$ cat config.mk
export PLATFORM = sky130hd
export DESIGN_NAME = priority_encoder_83_flat
export DESIGN_NICKNAME = d
export VERILOG_FILES = /design/src/rtl/priority_encoder_83_pkg.sv /design/src/rtl/priority_encoder_83_if.sv /design/src/rtl/priority_encoder_83_prio_enc8.sv /design/src/rtl/priority_encoder_83.sv /design/src/flat_wrapper.sv
export SDC_FILE = /design/constraint.sdc
export NUM_CORES = 1
export LEC_CHECK = 0
export CAP_MARGIN = 25
export CORE_MARGIN = 2
export CORE_UTILIZATION = 39
export CTS_BUF_LIST = sky130_fd_sc_hd__clkbuf_16
export DETAILED_ROUTE_END_ITERATION = 10
export GPL_ROUTABILITY_DRIVEN = 0
export PLACE_DENSITY = 0.74
export SYNTH_ARGS = -nofsm -noshare
export SYNTH_HDL_FRONTEND = slang
export SYNTH_HIERARCHICAL = 1
export SYNTH_SLANG_ARGS = --single-unit
$ cat constraint.sdc
create_clock -name clk -period 2 [get_ports clk]
set_clock_uncertainty 0.2 [all_clocks]
set_input_delay 0.2 -clock clk [delete_from_list [all_inputs] [get_ports clk]]
set_output_delay 0.2 -clock clk [all_outputs]
set_load 0.05 [all_outputs]
$ cat src/rtl/priority_encoder_83_pkg.sv
// Shared constants, FSM state type and mask helper for the 8-to-3 request encoder.
package enc_pkg;

    localparam int N     = 8;
    localparam int IDX_W = 3;

    typedef enum logic [0:0] {
        IDLE = 1'b0,
        BUSY = 1'b1
    } state_e;

    // One-hot mask selecting a single request bit by index.
    function automatic logic [N-1:0] onehot(input logic [IDX_W-1:0] idx);
        onehot = {{(N-1){1'b0}}, 1'b1} << idx;
    endfunction

endpackage

$ cat src/rtl/priority_encoder_83_if.sv
// Request/handshake bundle between event sources, the encoder and its consumer.
interface priority_encoder_83_if;
    import enc_pkg::*;

    logic             en;
    logic [N-1:0]     in;
    logic             ack;
    logic [IDX_W-1:0] out;
    logic             valid;
    logic [N-1:0]     pend;

    modport master (
        output en, in, ack,
        input  out, valid, pend
    );

    modport slave (
        input  en, in, ack,
        output out, valid, pend
    );

endinterface

$ cat src/rtl/priority_encoder_83_prio_enc8.sv
// Bare combinational 8-bit priority encoder; LOW_FIRST selects which end wins.
module prio_enc8 import enc_pkg::*; #(
    parameter bit LOW_FIRST = 1'b0
) (
    input  logic [N-1:0]     vec_i,
    output logic [IDX_W-1:0] idx_o,
    output logic             any_o
);

    // Later hits in the scan overwrite earlier ones, so the scan ends on the winner.
    function automatic logic [IDX_W-1:0] win_index(input logic [N-1:0] v, input bit low_first);
        logic [IDX_W-1:0] r;
        r = {IDX_W{1'b0}};
        if (low_first) begin
            for (int i = N - 1; i >= 0; i--) begin
                if (v[i]) r = IDX_W'(i);
            end
        end else begin
            for (int i = 0; i < N; i++) begin
                if (v[i]) r = IDX_W'(i);
            end
        end
        return r;
    endfunction

    // Index of the winning request and whether any request exists.
    always_comb begin
        idx_o = win_index(vec_i, LOW_FIRST);
        any_o = |vec_i;
    end

endmodule

$ cat src/rtl/priority_encoder_83.sv
// Latches request pulses and presents one pending index at a time under a valid/ack handshake.
module priority_encoder_83 import enc_pkg::*; #(
    parameter bit LOW_FIRST = 1'b0
) (
    input logic                 clk,
    input logic                 rst,
    priority_encoder_83_if.slave bus
);

    logic [N-1:0]     pend_q;
    logic [N-1:0]     pend_d;
    logic [N-1:0]     clr_s;
    logic [N-1:0]     set_s;
    logic [IDX_W-1:0] out_q;
    logic [IDX_W-1:0] out_d;
    logic [IDX_W-1:0] idx_s;
    logic             valid_q;
    logic             valid_d;
    logic             any_s;
    state_e           state_q;
    state_e           state_d;

    // Pending next-state: acked bit cleared, new requests OR'd in afterwards so set wins.
    always_comb begin
        clr_s = {N{1'b0}};
        set_s = {N{1'b0}};
        if (valid_q && bus.ack) begin
            clr_s = onehot(out_q);
        end else begin
            clr_s = {N{1'b0}};
        end
        if (bus.en) begin
            set_s = bus.in;
        end else begin
            set_s = {N{1'b0}};
        end
        pend_d = (pend_q & ~clr_s) | set_s;
    end

    prio_enc8 #(
        .LOW_FIRST (LOW_FIRST)
    ) u_enc (
        .vec_i (pend_d),
        .idx_o (idx_s),
        .any_o (any_s)
    );

    // Handshake FSM: out is only reloaded on entry to BUSY or on an ack.
    always_comb begin
        state_d = state_q;
        out_d   = out_q;
        valid_d = valid_q;
        case (state_q)
            IDLE: begin
                if (any_s) begin
                    state_d = BUSY;
                    out_d   = idx_s;
                    valid_d = 1'b1;
                end else begin
                    state_d = IDLE;
                    valid_d = 1'b0;
                end
            end
            BUSY: begin
                if (bus.ack) begin
                    if (any_s) begin
                        state_d = BUSY;
                        out_d   = idx_s;
                        valid_d = 1'b1;
                    end else begin
                        state_d = IDLE;
                        valid_d = 1'b0;
                    end
                end else begin
                    state_d = BUSY;
                    valid_d = 1'b1;
                end
            end
            default: begin
                state_d = IDLE;
                valid_d = 1'b0;
            end
        endcase
    end

    // State, pending and output registers.
    always_ff @(posedge clk or posedge rst) begin
        if (rst) begin
            state_q <= IDLE;
            pend_q  <= {N{1'b0}};
            out_q   <= {IDX_W{1'b0}};
            valid_q <= 1'b0;
        end else begin
            state_q <= state_d;
            pend_q  <= pend_d;
            out_q   <= out_d;
            valid_q <= valid_d;
        end
    end

    assign bus.out   = out_q;
    assign bus.valid = valid_q;
    assign bus.pend  = pend_q;

endmodule

$ cat src/flat_wrapper.sv
// flat-port wrapper written by rule: the top's interface ports become plain ports
module priority_encoder_83_flat import enc_pkg::*;
#(
    parameter bit LOW_FIRST = 1'b0
)
  (clk, rst, bus_en, bus_in, bus_ack, bus_out, bus_valid, bus_pend);
  priority_encoder_83_if bus_i ();
  input logic clk;
  input logic rst;
  input wire logic [$bits(bus_i.en)-1:0] bus_en;
  input wire logic [$bits(bus_i.in)-1:0] bus_in;
  input wire logic [$bits(bus_i.ack)-1:0] bus_ack;
  output wire logic [$bits(bus_i.out)-1:0] bus_out;
  output wire logic [$bits(bus_i.valid)-1:0] bus_valid;
  output wire logic [$bits(bus_i.pend)-1:0] bus_pend;
  assign bus_i.en = bus_en;
  assign bus_i.in = bus_in;
  assign bus_i.ack = bus_ack;
  assign bus_out = bus_i.out;
  assign bus_valid = bus_i.valid;
  assign bus_pend = bus_i.pend;
  priority_encoder_83 #(.LOW_FIRST(LOW_FIRST)) u_core (.clk(clk), .rst(rst), .bus(bus_i));
endmodule
==> flow_metrics.tcl <==
set metrics [dict create \
    drive_gt1_share_pct 35.0 \
    powerDensity_nw_per_um2 1170 \
    cts_buffer_depth 2 \
    insertedDiodeCount 0 \
    maxCapViolCount 0 \
    syn_nets 73 \
    dieHeight_um 42.8 \
    p_int_mw 0.767 \
    final_common_cell "clkdlybuf4s50_1" \
    p_sw_mw 0.467 \
    report.final.slew_viol_count 0 \
    first_iter_violations 4 \
    hold_buffers 0 \
    netlist.area_leader.share_pct 51.3 \
    peakVddDrop_mv 0.722 \
    syn_avg_cell_area_um2 9.60 \
    multiInputGateArea_um2 288 \
    grt_pass1_wl_um 3120 \
    io_pins 24 \
    fmax_ghz 0.492 \
    grt_overflow 0 \
    worstPathArrival_ns 1.95 \
    leakage_nw 0.449 \
    register_area_um2 305 \
    synth_area_leaders "dfrtp_1 51%, nand2_1 12%, mux2_4 7.7%, o21ai_0 5.1%, o31ai_1 3.8%" \
    initial_utilization_pct 43.4 \
    ys_ff_latch 12 \
    wl_per_cell_um 15.6 \
    yosysWarnings 6 \
    slew_headroom_pct 66.0 \
    holdWs_ns 0.0773 \
    power_frac_clock_pct 29.9 \
    fin_crit_ns 2.03 \
    grt_max_degree 13 \
    dpl.hpwl_um 1160 \
    layout_common_cells "22 x clkdlybuf4s50_1, 18 x nand2_1, 15 x buf_4" \
    setup_ws_ns -0.0327 \
    status "finished, violations left" \
    numPortBuffers 23 \
    antenna_found_initial 0 \
    seqPwrFrac_pct 28.1 \
    reg2reg_slack_ns -0.03 \
    setup_viol_count_final 3 \
    yosys.cell_types.count 19 \
    grt_usage_pct 24.0 \
    die_w_um 42.8 \
    clk_pin_slew_ns 0.04 \
    num_rows 13 \
    clkLatencyLatePin_ns 0.24 \
    grt_pass1_vias 679 \
    crit_path_top_delay_cell "dfrtp_2" \
    dieArea_um2 1830 \
    hold_viol 0 \
    worstSetupStartpointType "flip-flop" \
    rsz0062_at_grt "yes" \
    critPathKind "reg -> reg" \
    drc 0 \
    nNetsFinal 116 \
    path_cells "nand3b_1 -> o31ai_2 -> nand2_1 -> nor2_2 -> nand4_1 -> nand2_4 -> mux2_4" \
    clkSinkCount 12 \
    swShare_pct 37.8 \
    worst_ep_required_time_ns 1.92 \
    synth.cell_area_um2 586 \
    synth_top_cell_by_area "dfrtp_1" \
    dpl.cell_count 107 \
    critPathCaptureType "flip-flop" \
    worst_pin_slew_ns 0.508 \
    yosysSeqAreaShare_pct 51.3 \
    cts_tree "built" \
    ant_nets 0 \
    core_area_um2 1350 \
    max_stage_delay_ns 0.39 \
    vias_per_cell 5.22 \
    cts_max_level 1 \
    cts_made_buffers 3 \
    fill_cells 86 \
    p_total_mw 1.23 \
    dr_total_vias 616 \
    timing.final.crit_share_pct 102 \
    area_growth_pct 80.1 \
    stdcell_count 118 \
    pwr-share-comb_pct 42.0 \
    synth_cells 61 \
    firstDrtPassIters 4 \
    drt-total-wl_um 1840 \
    violations "negative setup slack" \
    cp_max_fo 4 \
    hp-class "in -> async" \
    cts-root-buf "clkbuf_16" \
]
[per-layer routing]
metal  routed length [µm]  vias up  GRT usage [%]
li1                     -      293              -
met1                  693      296           26.6
met2                 1000       21           40.0
met3                   91        6           5.53
met4                   50        0           16.3
met5                    0        -              0
[path summary, 6_finish.rpt]
kind	startpoint	end	cells after the start
min reg2reg	u_core/bus.out[1]	u_core/bus.out[1]	1
max	u_core/bus.out[2]	u_core/bus.out[0]	7
min in group clk	bus_ack	u_core/state_q	3
max reg2reg	u_core/bus.out[2]	u_core/bus.out[0]	7
min	rst	u_core/bus.pend[6]	2
max in group asynchronous	rst	u_core/bus.out[0]	2
[registers in the layout, indices dropped and copies added, names as in the netlist]
| register | count |
|---|---|
| u_core/state_q | 1 |
| u_core/bus.out | 3 |
| u_core/bus.pend | 8 |
[worst max-delay path: cells and delay by family, from the launching register on]
kind | cells | cell delay [ns]
muxes | 1 | 0.30
and+or+nand+nor | 5 | 0.79
DFF | 1 | 0.39
AOI/OAI and AO/OA | 1 | 0.22
[power groups by stage]
| stage | clock [mW] | sequential, mW | combinational, mW |
|---|---|---|---|
| finish | 0.369 | 0.347 | 0.518 |
| global route | 0.394 | 0.354 | 0.549 |
| CTS | 0.370 | 0.345 | 0.515 |
| detailed placement | 0 | 0.343 | 0.511 |
| global placement | 0 | 0.343 | 0.508 |
| floorplan | 0 | 0.499 | 0.145 |
[stage by stage]
| step | utilization, % | setup TNS [ns] | cell area (µm²) | setup WS [ns] |
|---|---|---|---|---|
| after floorplan | - | -0.0358 | 598 | -0.0119 |
| after global placement | 67.5 | -0.879 | 911 | -0.268 |
| after detailed placement | 67.5 | -0.987 | 911 | -0.292 |
| after CTS | 78.1 | -0.117 | 1050 | -0.0421 |
| after global routing | 78.1 | -0.330 | 1050 | -0.0948 |
| final | 78.1 | -0.0920 | 1050 | -0.0327 |
[cell type report]
type,instances,share of cell area [%]
clock buffers,3,7.12
clock inverters,1,0.356
inverters,3,1.07
multi-input cells,45,27.3
flip-flops and latches,12,28.9
well taps,15,1.78
repair buffers,39,33.5
[synth_stat cells]
library cell,instances
nand4_1,1
clkbuf_1,1
a21oi_2,1
o31ai_1,3
or2b_1,1
nor2_1,4
nand2b_4,1
a21oi_1,1
inv_2,1
nand3b_1,1
nand2_4,1
dfrtp_1,12
nand2b_1,2
nand2_1,18
mux2_4,3
o21ai_0,6
o31ai_2,1
inv_1,2
nand3_1,1
[logic make-up after synthesis]
family / after synthesis / share of synthesized area (%)
muxes: 3 / 7.69
AOI/OAI and AO/OA: 12 / 13.5
buffers and inverters: 4 / 2.56
and+or+nand+nor: 30 / 25.0
DFF: 12 / 51.3
[repair_timing]
item	CTS	global route
setup endpoints to repair	3	5
gates resized for setup	3	4
setup buffers	8	1
pin swaps	5	5
gates cloned	0	0
(Power assumes the default switching activity.)
